`config.mk`:
```
export PLATFORM = sky130hd
export DESIGN_NAME = i2s_rx_deser
export DESIGN_NICKNAME = d
export VERILOG_FILES = /design/src/rtl/i2s_rx_pkg.sv /design/src/rtl/i2s_rx_deser_edge.sv /design/src/rtl/i2s_rx_deser.sv
export SDC_FILE = /design/constraint.sdc
export NUM_CORES = 1
export LEC_CHECK = 0
export BUFFER_PORTS_ARGS = -buffer_cell sky130_fd_sc_hd__buf_2
export CAP_MARGIN = 20
export CORE_UTILIZATION = 40
export DETAILED_ROUTE_END_ITERATION = 7
export HOLD_SLACK_MARGIN = 0.05
export PLACE_DENSITY_LB_ADDON = 0.3
export SYNTH_ARGS = -nofsm -noshare
export SYNTH_HDL_FRONTEND = slang
export SYNTH_SLANG_ARGS = --single-unit
```
`constraint.sdc`:
```
create_clock -name clk_i -period 3 [get_ports clk_i]
set_input_delay 0.75 -clock clk_i [delete_from_list [all_inputs] [get_ports clk_i]]
set_output_delay 0.75 -clock clk_i [all_outputs]
set_load 0.02 [all_outputs]
```
`src/rtl/i2s_rx_pkg.sv`:
```
// I2S receive core: shared types and constants.
// Used by the deserialiser and its edge detector.
package i2s_rx_pkg;

    typedef enum logic [1:0] {
        S_PRIME = 2'd0,
        S_WAIT  = 2'd1,
        S_SHIFT = 2'd2,
        S_SKIP  = 2'd3
    } state_e;

    localparam logic CH_LEFT  = 1'b0;
    localparam logic CH_RIGHT = 1'b1;

endpackage

```
`src/rtl/i2s_rx_deser_edge.sv`:
```
// I2S receive core: SCK rise and WS transition detection.
// History registers are updated every cycle regardless of enable.
module i2s_edge_detect (
    input  logic clk_i,
    input  logic rst_i,
    input  logic sck_i,
    input  logic ws_i,
    output logic sck_rise,
    output logic ws_edge
);

    logic sck_q;
    logic ws_q;

    assign sck_rise = sck_i & ~sck_q;
    assign ws_edge  = sck_rise & (ws_i ^ ws_q);

    // previous SCK level every cycle, WS level captured on each rise
    always_ff @(posedge clk_i) begin
        if (rst_i) begin
            sck_q <= 1'b0;
            ws_q  <= 1'b0;
        end else begin
            sck_q <= sck_i;
            if (sck_rise) begin
                ws_q <= ws_i;
            end
        end
    end

endmodule

```
`src/rtl/i2s_rx_deser.sv`:
```
// I2S receive core: Philips-I2S serial-to-parallel stage.
// Emits each completed left/right word, left-aligned, with a valid pulse.
module i2s_rx_deser
    import i2s_rx_pkg::*;
#(
    parameter int DATA_W = 24
) (
    input  logic              clk_i,
    input  logic              rst_i,
    input  logic              en_i,
    input  logic              sck_i,
    input  logic              ws_i,
    input  logic              sd_i,
    output logic [DATA_W-1:0] data_o,
    output logic              ch_o,
    output logic              valid_o
);

    localparam int CW = $clog2(DATA_W + 1);
    localparam logic [CW-1:0] CNT_MAX = CW'(DATA_W);
    localparam logic [CW-1:0] CNT_ONE = CW'(1);

    state_e            state_q;
    state_e            state_d;
    logic [CW-1:0]     cnt_q;
    logic [CW-1:0]     cnt_d;
    logic [CW-1:0]     cnt_inc;
    logic [DATA_W-1:0] shreg_q;
    logic [DATA_W-1:0] shreg_d;
    logic [DATA_W-1:0] shreg_in;
    logic              cur_ch_q;
    logic              cur_ch_d;
    logic              ws_ch;
    logic              sck_rise;
    logic              ws_edge_raw;
    logic              ws_edge;
    logic              emit;
    logic [DATA_W-1:0] emit_data;

    i2s_edge_detect u_edge (
        .clk_i    (clk_i),
        .rst_i    (rst_i),
        .sck_i    (sck_i),
        .ws_i     (ws_i),
        .sck_rise (sck_rise),
        .ws_edge  (ws_edge_raw)
    );

    // the first rise after reset only primes WS history
    assign ws_edge  = ws_edge_raw & (state_q != S_PRIME);
    assign ws_ch    = ws_i ? CH_RIGHT : CH_LEFT;
    assign shreg_in = {shreg_q[DATA_W-2:0], sd_i};
    assign cnt_inc  = cnt_q + CNT_ONE;

    // state and datapath registers
    always_ff @(posedge clk_i) begin
        if (rst_i) begin
            state_q  <= S_PRIME;
            cnt_q    <= '0;
            shreg_q  <= '0;
            cur_ch_q <= CH_LEFT;
        end else begin
            state_q  <= state_d;
            cnt_q    <= cnt_d;
            shreg_q  <= shreg_d;
            cur_ch_q <= cur_ch_d;
        end
    end

    // next state: moves only on SCK rises, enable low parks in S_WAIT
    always_comb begin
        state_d = state_q;
        if (!en_i) begin
            state_d = S_WAIT;
        end else if (sck_rise) begin
            unique case (state_q)
                S_PRIME: state_d = S_WAIT;
                S_WAIT:  if (ws_edge) state_d = S_SHIFT;
                S_SHIFT: begin
                    if (!ws_edge && cnt_inc == CNT_MAX) begin
                        state_d = S_SKIP;
                    end
                end
                S_SKIP:  if (ws_edge) state_d = S_SHIFT;
            endcase
        end
    end

    // datapath updates and emit decision
    always_comb begin
        cnt_d     = cnt_q;
        shreg_d   = shreg_q;
        cur_ch_d  = cur_ch_q;
        emit      = 1'b0;
        emit_data = shreg_in;
        if (!en_i) begin
            cnt_d = '0;
        end else if (sck_rise) begin
            unique case (state_q)
                S_PRIME: ;
                S_WAIT, S_SKIP: begin
                    if (ws_edge) begin
                        cnt_d    = '0;
                        shreg_d  = '0;
                        cur_ch_d = ws_ch;
                    end
                end
                S_SHIFT: begin
                    if (ws_edge) begin
                        // this bit closes the old slot; left-align it
                        emit      = 1'b1;
                        emit_data = shreg_in << (CNT_MAX - cnt_inc);
                        cnt_d     = '0;
                        shreg_d   = '0;
                        cur_ch_d  = ws_ch;
                    end else begin
                        shreg_d = shreg_in;
                        cnt_d   = cnt_inc;
                        emit    = (cnt_inc == CNT_MAX);
                    end
                end
            endcase
        end
    end

    // registered outputs: one-cycle valid, word and channel hold
    always_ff @(posedge clk_i) begin
        if (rst_i) begin
            data_o  <= '0;
            ch_o    <= CH_LEFT;
            valid_o <= 1'b0;
        end else begin
            valid_o <= emit;
            if (emit) begin
                data_o <= emit_data;
                ch_o   <= cur_ch_q;
            end
        end
    end

endmodule

```
## After elaboration in Yosys (flattened, before gate mapping)

Cells that the tools add are included.
Widths: inputs -> output; s select.

- Register bits after elaboration: 59
- Bits of input ports: 6
- Output and inout bits: 26
- Word-level logic and storage cells: 61

- Add/subtract/negate cells: 2
- Eq/ne operators: 9
- Shift operators: 1
- Multiplexer cells: 20
- Bitwise gates (word level): 6
- Reductions and logical operators: 13

Operator list:

| kind | count |
|---|---|
| $mux 24 | 4 |
| $mux 23 | 2 |
| $pmux 23 s2 | 1 |
| $shl 24x5->24 | 1 |
| $mux 5 | 2 |
| $pmux 5 s2 | 1 |
| $reduce_and 3->1 | 3 |
| $reduce_and 4->1 | 2 |
| $mux 1 | 7 |
| $pmux 2 s3 | 1 |
| $add 5x1->5 const B | 1 |
| $eq 5x5->1 const B | 1 |
| $sub 5x5->5 const A | 1 |
| $eq 2x2->1 const B | 2 |
| $mux 2 | 2 |
| $ne 2x1->1 const B | 2 |
| $reduce_bool 2->1 | 2 |
| $reduce_or 2->1 | 2 |
| $and 1x1->1 | 3 |
| $ne 3x2->1 const B | 1 |
| $ne 3x3->1 const B | 1 |
| $reduce_or 3->1 | 1 |
| $eq 2x1->1 const B | 1 |
| $logic_not 2->1 | 1 |
| other kinds (5) | 6 |

## Longest topological paths before layout

Gate-level depths: netlist of the first run.

- Word-level depth: 10
- Mapped depth: 10
- Mapped depth without buffers: 8

## Hierarchy

A second synthesis of the first run with hierarchy kept.

- Cells, all modules: 433
- Area, all modules: 3870.0 um^2

By module, submodules not included:

| module | times used | cells each | area each (um^2) | seq. area each (um^2) |
|---|---|---|---|---|
| i2s_rx_deser | 1 | 424 | 3772.4 | 1141.1 |
| i2s_edge_detect | 1 | 9 | 97.6 | 40.0 |

## Worst setup path after synthesis of the first run

No wires, ideal clock.

- Path kind: flip-flop to flip-flop
- Start: reg cnt_q[1]
- End: reg data_o[11]
- Setup time: 0.123 ns
- Arrival time: 2.286 ns
- Required time: 2.877 ns
- Slack: 0.591 ns
- Cell stages (with the launch flop): 10
- Buffers on the path: 2
- Clock period less this slack: 2.409 ns
- Cell sequence: dfxtp_1 > ha_1 > buf_4 > buf_2 > mux2_2 > nand2_1 > o21ai_0 > mux2_2 > a221oi_1 > nor2_1

- Longest elaborated chain between the ends: 7
- Elaborated cells on any way between the ends: 12
- Classes of those cells: add/sub: 2; eq/ne: 1; shift: 1; mux: 8

Ends and longest elaborated chain:

| element | RTL line | text |
|---|---|---|
| start, declared | i2s_rx_deser.sv:25 | `logic [CW-1:0] cnt_q;` |
| start signal, assigned | i2s_rx_deser.sv:64 | `cnt_q <= cnt_d;` |
| $add 5x1->5 * | i2s_rx_deser.sv:53 | `assign cnt_inc = cnt_q + CNT_ONE;` |
| $sub 5x5->5 | i2s_rx_deser.sv:112 | `emit_data = shreg_in << (CNT_MAX - cnt_inc);` |
| $shl 24x5->24 | i2s_rx_deser.sv:112 |  |
| $mux 24 | i2s_rx_deser.sv:109 | `if (ws_edge) begin` |
| $mux 24 | i2s_rx_deser.sv:99 | `unique case (state_q)` |
| $mux 24 | i2s_rx_deser.sv:98 | `end else if (sck_rise) begin` |
| $mux 24 | i2s_rx_deser.sv:96 | `if (!en_i) begin` |
| end signal, assigned | i2s_rx_deser.sv:135 | `data_o <= emit_data;` |
| end, declared | i2s_rx_deser.sv:14 | `output logic [DATA_W-1:0] data_o,` |

Mark *: on every way between the ends. The rest lies on a longest branch, timed or not.
A chain may end at the register's enable or synchronous reset.

## Final worst setup path of the first run

- Start: reg cnt_q[0]
- End: reg data_o[11]

Same word-level chain as after synthesis.

==> results of run 1 <==
-- kinds of logic (layout without fill, tap and decap cells) --
family / Yosys count / count (layout) / synth area share
AO/OA/AOI/OAI: 139 / 139 / 0.219
XOR/XNOR: 6 / 6 / 0.0136
adder cells (fa/ha/maj): 1 / 1 / 0.00323
buffers and inverters: 48 / 72 / 0.0530
flip-flops: 59 / 59 / 0.305
multiplexers: 43 / 43 / 0.178
AND/OR/NAND/NOR: 190 / 190 / 0.228
-- routing by layer --
| layer | up-vias | track usage | share of wire |
|---|---|---|---|
| met5 | - | 0 | 0 |
| met3 | 40 | 0.0460 | 0.071 |
| met1 | 1876 | 0.354 | 0.45 |
| li1 | 1831 | - | - |
| met4 | 0 | 0.0959 | 0.034 |
| met2 | 161 | 0.367 | 0.44 |
-- sequential cells by signal (all words and copies together) (netlist names) --
register and count:
data_o 24, shreg_q 23, cnt_q 5, state_q 2, ch_o 1, cur_ch_q 1, u_edge.sck_q 1, u_edge.ws_q 1
valid_o 1
-- cells in the mapped netlist (3+ instances only) --
master     n  share of area
a21oi_1   56          0.072
a221oi_1   7          0.016
a31oi_1    4         0.0065
a41oi_1    3         0.0068
and2_1     5         0.0081
and3_1     3         0.0048
buf_2      8          0.010
clkbuf_1  29          0.028
dfxtp_1   59           0.31
inv_1      7         0.0068
mux2_2     8          0.023
mux2i_1   15          0.039
mux4_2    17          0.099
nand2_1   67          0.065
nand2b_1   6         0.0097
nand3_1   34          0.044
nor2_1    38          0.037
nor2b_1   10          0.016
nor3_1    12          0.016
o211ai_1   3         0.0058
o21ai_0   34          0.044
o21ai_1    3         0.0039
o221ai_1   3         0.0068
o22ai_1    3         0.0048
o311ai_0   4         0.0090
o31ai_1    3         0.0058
or3_1      4         0.0065
xnor2_1    3         0.0068
xor2_1     3         0.0068
-- where the power goes --
part / switching (W) / total, W / internal, W
Combinational: 0.0000624 / 0.0000861 / 0.0000236
Sequential: 0.00000365 / 0.000791 / 0.000787
Clock: 0.000309 / 0.000749 / 0.000441
-- final timing paths --
path                              endpoint  depth (start not counted)
worst max register to register  data_o[11]                          8
worst min register to register   data_o[9]                          2
worst min-delay path             data_o[9]                          2
worst max-delay path            data_o[11]                          8
-- worst reg2reg max path, cell delays in order, from the launching register on --
cell      delay, ns
dfxtp_1        0.31
ha_1           0.35
nor2_1         0.07
mux2_4         0.31
mux2i_1        0.27
or2_1          0.48
mux2_2         0.39
a221oi_1       0.39
nor2_1         0.09
-- final cells by class --
class                   instances  area share
repair buffers                 51      0.0700
clock inverters                 2     0.00804
well taps                     129      0.0370
inverters                       7     0.00603
clock buffers                  12      0.0379
multi-input cells             379       0.570
flip-flops and latches         59       0.271
-- cells in the final DEF (no fill, tap or decap), drive strengths merged, types with 3 or more instances in the layout --
| cell type | n |
|---|---|
| nand2 | 67 |
| dfxtp | 59 |
| a21oi | 57 |
| buf | 51 |
| nor2 | 38 |
| o21ai | 37 |
| nand3 | 34 |
| mux4 | 19 |
| mux2i | 15 |
| nor3 | 12 |
| clkbuf | 12 |
| nor2b | 11 |
| mux2 | 9 |
| inv | 7 |
| a221oi | 7 |
| nand2b | 6 |
| and2 | 5 |
| a31oi | 4 |
| o311ai | 4 |
| or3 | 4 |
| xnor2 | 3 |
| and3 | 3 |
| xor2 | 3 |
| o22ai | 3 |
| o211ai | 3 |
| o221ai | 3 |
| a41oi | 3 |
| o31ai | 3 |
| or2 | 3 |
-- per-stage QoR --
| step | std cells | utilization | power, W |
|---|---|---|---|
| floorplan | 486 | - | 0.000866 |
| global placement | 625 | 0.446 | 0.000892 |
| detailed placement | 625 | 0.446 | 0.000894 |
| CTS | 639 | 0.467 | 0.00164 |
| global route | 639 | 0.467 | 0.00169 |
| finish | 639 | 0.467 | 0.00163 |
==> out/metrics.csv, run 1 <==
metric;value;unit
PortBufs;31;
Yosys reg bits;59;
post-CTS setup buffer count;0;
WP buf/inv;0;
die area;0.0101;mm^2
ant diodes;0;
clock root buffer;clkbuf_8;
Hold/Removal Path Class;reg2reg;
Die Y;100;um
worst setup path class;reg2reg;
WL per Instance;18.2;um
register area;0.00118;mm^2
first-pass GRT wire length;19.1;mm
Main synth FF type;dfxtp_1;
Area Overhead vs Synth;12.6;%
worst-path fanout max;11;
DRT Pass-1 Iters;5;
I/O pin count;32;
Post-Syn Instances;486;
max-slew violations;0;
DR iter-0 viols;379;
hold_ws;0.465;ns
Clock Latency Late Sink;0.34;ns
PD cells;373;mW/mm^2
syn_area_per_cell;7.97;um^2
Max Cap Viol;0;
most used cell, CP;nor2_1;
initial antenna violation count;0;
Routed WL;11.6;mm
TritonCTS clock tree;yes;
site row count;35;
Synth cell types;57;
Worst EP arrival;3.00;ns
Least-Margin Pin Slew;0.572;ns
status;complete, no violations;
Worst Min Path Start;data_o[9];
Post-Synthesis Cell Area;0.00387;mm^2
Filler cells;936;
RSZ-0062 raised after global routing;false;
cell area after layout;0.00436;mm^2
Clock Skews;0.00555;ns
clk buf depth;2;
headroom to the max-slew limit;0.614;
final critical-path required period;2.78;ns
Post-CTS Hold Buffers;0;
vias in the first global route;3631;
vias per std cell;6.12;
DRC viols;0;
TritonCTS Sinks;59;
max incr delay on CP;0.48;ns
largest net degree at the start of global routing;49;
nets@finish;514;
CTS H-tree depth;3;
layout cell share with drive strength beyond 1;0.188;
endpoint class of the critical path;flop;
largest delay contributor family on the critical path;multiplexers;
CTS resizes;0;
Placer Congestion;0.962;
final setup TNS;0;ns
final hold viol count;0;
worst r2r src;cnt_q[0];
GRT overflow;0;
Crit path required time;3.23;ns
r2r setup slk;0.22;ns
Max stage delay cell, worst path;or2_1;
Post-DP HPWL;8.51;mm
dpl ws;0.280;ns
FFs w/ async S/R, synth;0;
Leak;1.52;nW
Post-synth EDFFs;0;
area of the multi-input gates;0.00248;mm^2
crit share post-route;0.926;
ANT nets after route;0;
PnR worst setup slack;0.222;ns
Total GRT Usage;0.247;
CTS clk-pin slew, worst paths;0.07;ns
vias after detailed routing;3908;
core box area;0.00933;mm^2
die width;100;um
VDD IR max;0.000275;V
total CTS buffers;9;
dpl cell area;0.00416;mm^2
Synth Warn #;0;
Setup violations, final;0;
Fmax achieved;0.360;GHz
CP Launch Type;flop;
syn_nets;493;
Setup crit start;cnt_q[0];
worst-path cell chain;ha_1 -> nor2_1 -> mux2_4 -> mux2i_1 -> or2_1 -> mux2_2 -> a221oi_1 -> nor2_1;
Starting Density;0.415;
Seq/Total Area, Yosys;0.305;
Power figures use the tool's default switching activity.
==> run 2: changes to the inputs <==
--- a/config.mk
+++ b/config.mk
@@ -7,6 +7,7 @@
 export LEC_CHECK = 0
 export BUFFER_PORTS_ARGS = -buffer_cell sky130_fd_sc_hd__buf_2
 export CAP_MARGIN = 20
+export CORE_MARGIN = 2
 export CORE_UTILIZATION = 40
 export DETAILED_ROUTE_END_ITERATION = 7
 export HOLD_SLACK_MARGIN = 0.05
==> out/metrics.csv, run 2 (synthesized netlist as in run 1, its figures left out) <==
metric;value;unit
CP Launch Type;flop;
Max stage delay cell, worst path;a31oi_1;
core box area;0.00933;mm^2
max FFs per register;24;
DRC viols;0;
Crit path required time;3.28;ns
first-pass GRT wire length;18.5;mm
Post-DP HPWL;8.33;mm
total CTS buffers;9;
Starting Density;0.415;
Worst EP arrival;3.02;ns
GRT overflow;0;
Worst Reg-to-Reg Cells;8;
worst setup path class;reg2reg;
Least-Margin Pin Slew;0.754;ns
max-slew violations;0;
r2r setup slk;0.26;ns
Placer Congestion;0.972;
Regs by FF count;data_o (24), shreg_q (23), cnt_q (5);
DRT Pass-1 Iters;5;
I/O pin count;32;
TritonCTS Sinks;59;
final hold viol count;0;
Post-CTS Hold Buffers;0;
layout cell share with drive strength beyond 1;0.193;
status;complete, no violations;
most frequent cells in the layout;nand2_1 (67), dfxtp_1 (59), a21oi_1 (56);
clock root buffer;clkbuf_8;
Area Overhead vs Synth;12.5;%
Die Y;102;um
crit share post-route;0.915;
Hold/Removal Path Class;reg2reg;
largest delay contributor family on the critical path;compound AO/OA/AOI/OAI gates;
Clock Skews;0.00654;ns
site row count;35;
CTS H-tree depth;3;
RSZ-0062 raised after global routing;false;
Leak;1.51;nW
vias after detailed routing;3909;
initial antenna violation count;0;
final setup TNS;0;ns
nets@finish;514;
Fmax achieved;0.364;GHz
Setup crit start;cnt_q[0];
die area;0.0105;mm^2
worst r2r src;cnt_q[0];
Max Cap Viol;0;
headroom to the max-slew limit;0.496;
PortBufs;31;
largest net degree at the start of global routing;49;
Worst R2R End;data_o[6];
worst-path fanout max;37;
vias per std cell;6.10;
Routed WL;11.4;mm
hold_ws;0.453;ns
DR iter-0 viols;399;
Largest Register;data_o;
worst-path cell chain;ha_1 -> buf_6 -> nand2_1 -> a31oi_1 -> mux2_2 -> nand3_1 -> a311o_1 -> a21oi_1;
critical path depth;8;
Setup violations, final;0;
met1 Use GR;0.320;
die width;102;um
VDD IR max;0.000154;V
TritonCTS clock tree;yes;
routing usage on met3;0.0417;
GR Util met2;0.348;
CTS clk-pin slew, worst paths;0.07;ns
Total GRT Usage;0.231;
final critical-path required period;2.74;ns
clk buf depth;2;
Clock Latency Late Sink;0.35;ns
WP buf/inv;1;
vias in the first global route;3627;
ANT nets after route;0;
CP endpoint;data_o[6];
commonest non-fill, non-tap cell in the layout;nand2_1;
WL per Instance;17.8;um
max incr delay on CP;0.55;ns
ant diodes;0;
most heavily used metal layer in global routing;met2;
endpoint class of the critical path;flop;
PD cells;367;mW/mm^2
[run 2: what timing repair did]
action                                  in CTS  in global routing
resized for setup                            0                  2
buffers inserted                             0                  0
endpoints found under the setup margin       0                  2
[run 2: final cells by class]
cell class	instances	area [um^2]
sequential	59	1180
clock inverter	7	68.8
multi-input combinational	379	2480
tap	129	161
fill	942	4970
timing repair buffer	51	309
inverter	7	26.3
clock buffer	9	124
[run 2: worst reg2reg max path, cell delays in order, from the launching register on]
cell and delay (ns):
dfxtp_1 0.32, ha_1 0.37, buf_6 0.34, nand2_1 0.22, a31oi_1 0.55, mux2_2 0.30
nand3_1 0.09, a311o_1 0.37, a21oi_1 0.12
[run 2: power by group]
group	total (W)	switching, W	internal (W)
combinational	0.0000856	0.0000616	0.0000240
clock	0.000720	0.000341	0.000379
sequential	0.000791	0.00000365	0.000787
total	0.00160	0.000406	0.00119
[run 2: worst min-delay path by stage]
| stage | from | to | slack, ns | depth (start not counted) |
|---|---|---|---|---|
| 5_1_grt | data_o[6] | data_o[6] | 0.48 | 2 |
| 4_1_cts | ch_o | ch_o | 0.46 | 2 |
| 2_1_floorplan | cur_ch_q | ch_o | 0.44 | 2 |
| 6_report | ch_o | ch_o | 0.45 | 2 |
| 3_3_place_gp | ch_o | ch_o | 0.44 | 2 |
| 3_5_place_dp | ch_o | ch_o | 0.45 | 2 |
[run 2: layer usage]
metal | up-vias | wire length [um]
li1 | 1827 | -
met5 | - | 0
met3 | 39 | 998
met2 | 190 | 4990
met4 | 0 | 381
met1 | 1853 | 5020
[run 2: per-stage QoR]
| stage | cells | total power (W) | utilization | cell area [um^2] | setup WS, ns |
|---|---|---|---|---|---|
| finish | 641 | 0.00160 | 0.467 | 4360 | 0.256 |
| global route | 641 | 0.00165 | 0.467 | 4360 | 0.119 |
| CTS | 641 | 0.00161 | 0.467 | 4350 | 0.207 |
| detailed placement | 625 | 0.000893 | 0.446 | 4160 | 0.238 |
| global placement | 625 | 0.000893 | 0.446 | 4160 | 0.230 |
| floorplan | 486 | 0.000866 | - | 3870 | 0.591 |
==> run 3: changes to the inputs <==
--- a/config.mk
+++ b/config.mk
@@ -5,6 +5,7 @@
 export SDC_FILE = /design/constraint.sdc
 export NUM_CORES = 1
 export LEC_CHECK = 0
+export ABC_AREA = 1
 export BUFFER_PORTS_ARGS = -buffer_cell sky130_fd_sc_hd__buf_2
 export CAP_MARGIN = 20
 export CORE_MARGIN = 2
==> out/metrics.csv, run 3 <==
metric;value;unit
status;complete, no violations;
critical path depth;10;
Placer Congestion;1.06;
Main synth FF type;dfxtp_1;
DRC viols;0;
Synth cell types;28;
PortBufs;31;
nets@finish;625;
FFs w/ async S/R, synth;0;
worst setup path class;reg2reg;
site row count;35;
PD cells;401;mW/mm^2
Worst Reg-to-Reg Cells;10;
CTS H-tree depth;3;
Worst EP arrival;2.71;ns
Final Util;0.446;
core box area;0.00915;mm^2
syn_nets;607;
max-slew violations;0;
worst-path cell chain;ha_1 -> inv_1 -> nand2_1 -> nand2_2 -> inv_2 -> nand3_1 -> nand3_1 -> a21oi_1 -> o21ai_0 -> a21oi_1;
Clock Skews;0.00820;ns
first-pass GRT wire length;19.0;mm
clock root buffer;clkbuf_8;
Worst Min Path Start;data_o[19];
crit share post-route;0.828;
hold_ws;0.469;ns
total power;0.00163;W
max incr delay on CP;0.41;ns
RSZ-0062 raised after global routing;false;
Hold/Removal Path Class;reg2reg;
Min-Delay Endpoint;data_o[19];
most frequent cells in the layout;nand2_1 (176), a21oi_1 (65), o21ai_0 (60);
I/O pin count;32;
endpoint class of the critical path;flop;
CP Launch Type;flop;
Regs by FF count;data_o (24), shreg_q (23), cnt_q (5);
Die Y;100;um
Largest Register;data_o;
r2r setup slk;0.51;ns
die area;0.0101;mm^2
Fmax achieved;0.402;GHz
largest delay contributor family on the critical path;simple AND/OR/NAND/NOR gates;
total CTS buffers;9;
CTS resizes;0;
WP buf/inv;2;
CTS clk-pin slew, worst paths;0.07;ns
final hold viol count;0;
final setup TNS;0;ns
Post-DP HPWL;8.34;mm
Leak;1.77;nW
Post-synth EDFFs;0;
ANT nets after route;0;
Max stage delay cell, worst path;ha_1;
top-count cell post-synth;nand2_1;
Routed WL;11.4;mm
clk buf depth;2;
worst hold path depth;2;
TritonCTS Sinks;59;
Post-Syn Instances;600;
syn_area_per_cell;6.21;um^2
Setup violations, final;0;
synth top area cells;dfxtp_1 (32%), nand2_1 (18%), a21oi_1 (8.7%), o21ai_0 (8.1%), nand3_1 (7.1%);
largest area contributor in the netlist;dfxtp_1;
vias per std cell;5.50;
initial antenna violation count;0;
VDD IR max;0.000267;V
Worst R2R End;data_o[11];
Total GRT Usage;0.241;
Seq/Total Area, Yosys;0.317;
Post-Synthesis Cell Area;0.00372;mm^2
Post-synth top cells;nand2_1 (176), a21oi_1 (65), o21ai_0 (60);
commonest non-fill, non-tap cell in the layout;nand2_1;
Crit path required time;3.23;ns
Least-Margin Pin Slew;0.533;ns
die width;100;um
ant diodes;0;
Clock Latency Late Sink;0.35;ns
DRT Pass-1 Iters;6;
DR iter-0 viols;310;
worst r2r src;cnt_q[0];
vias in the first global route;3799;
Area Overhead vs Synth;9.61;%
Max Cap Viol;0;
final critical-path required period;2.49;ns
Yosys top cell area share;0.317;
worst-path fanout max;24;
TritonCTS clock tree;yes;
Synth Warn #;0;
post-CTS setup buffer count;0;
largest net degree at the start of global routing;38;
Yosys reg bits;59;
Starting Density;0.407;
vias after detailed routing;4031;
Post-CTS Hold Buffers;0;
GRT overflow;0;
max FFs per register;24;
WL per Instance;15.6;um
layout cell share with drive strength beyond 1;0.119;
headroom to the max-slew limit;0.645;
[run 3: changes by cell type in the layout (fill, tap and decap cells not counted), sizes merged, moves of 9 or more]
cell	change
nor2b	-11
mux2	-9
mux4	-19
nand3	+20
nand2	+112
mux2i	-15
o21ai	+29
inv	+45
nor2	+10
a21oi	+10
a211oi	+19
nor3	-11
[run 3: where the power goes]
group          switching (W)  internal, W
sequential         0.0000144     0.000797
clock               0.000320     0.000372
combinational      0.0000921    0.0000384
[run 3: worst min-delay path, stage by stage, from the launching register on]
cell and delay (ns):
dfxtp_1 0.31, nand2_1 0.06, a21oi_1 0.06
[run 3: layer usage]
metal | share of wire | track usage | vias up
met5 | 0 | 0 | -
met4 | 0.025 | 0.0896 | 0
met3 | 0.065 | 0.0465 | 25
met2 | 0.46 | 0.392 | 138
met1 | 0.45 | 0.318 | 1845
li1 | - | - | 2023
[run 3: worst max-delay path by stage]
stage               startpoint         end  slack, ns
global placement         sck_i  data_o[11]       0.46
floorplan                sck_i   data_o[6]       1.05
detailed placement       sck_i  data_o[11]       0.44
global route          cnt_q[0]  data_o[20]       0.21
CTS                   cnt_q[0]  data_o[16]       0.56
finish                cnt_q[0]  data_o[11]       0.51
[run 3: per-stage QoR]
stage,setup WS (ns),cell area (um^2),std cells
after floorplan,1.05,3720,600
after global placement,0.457,3900,718
after detailed placement,0.445,3900,718
after CTS,0.561,4080,733
after global routing,0.206,4080,733
final,0.515,4080,733
[run 3: logic make-up after synthesis]
group / after synthesis / synth area share
AO/OA/AOI/OAI: 164 / 0.243
adder cells (fa/ha/maj): 1 / 0.00336
buffers and inverters: 88 / 0.108
flip-flops: 59 / 0.317
AND/OR/NAND/NOR: 288 / 0.328
[run 3: area by class of cell]
cell class / count / area (um^2)
fill: 958 / 5070
multi-input combinational: 453 / 2140
sequential: 59 / 1180
timing repair buffer: 43 / 245
inverter: 52 / 195
tap: 111 / 139
clock buffer: 9 / 124
clock inverter: 6 / 57.6
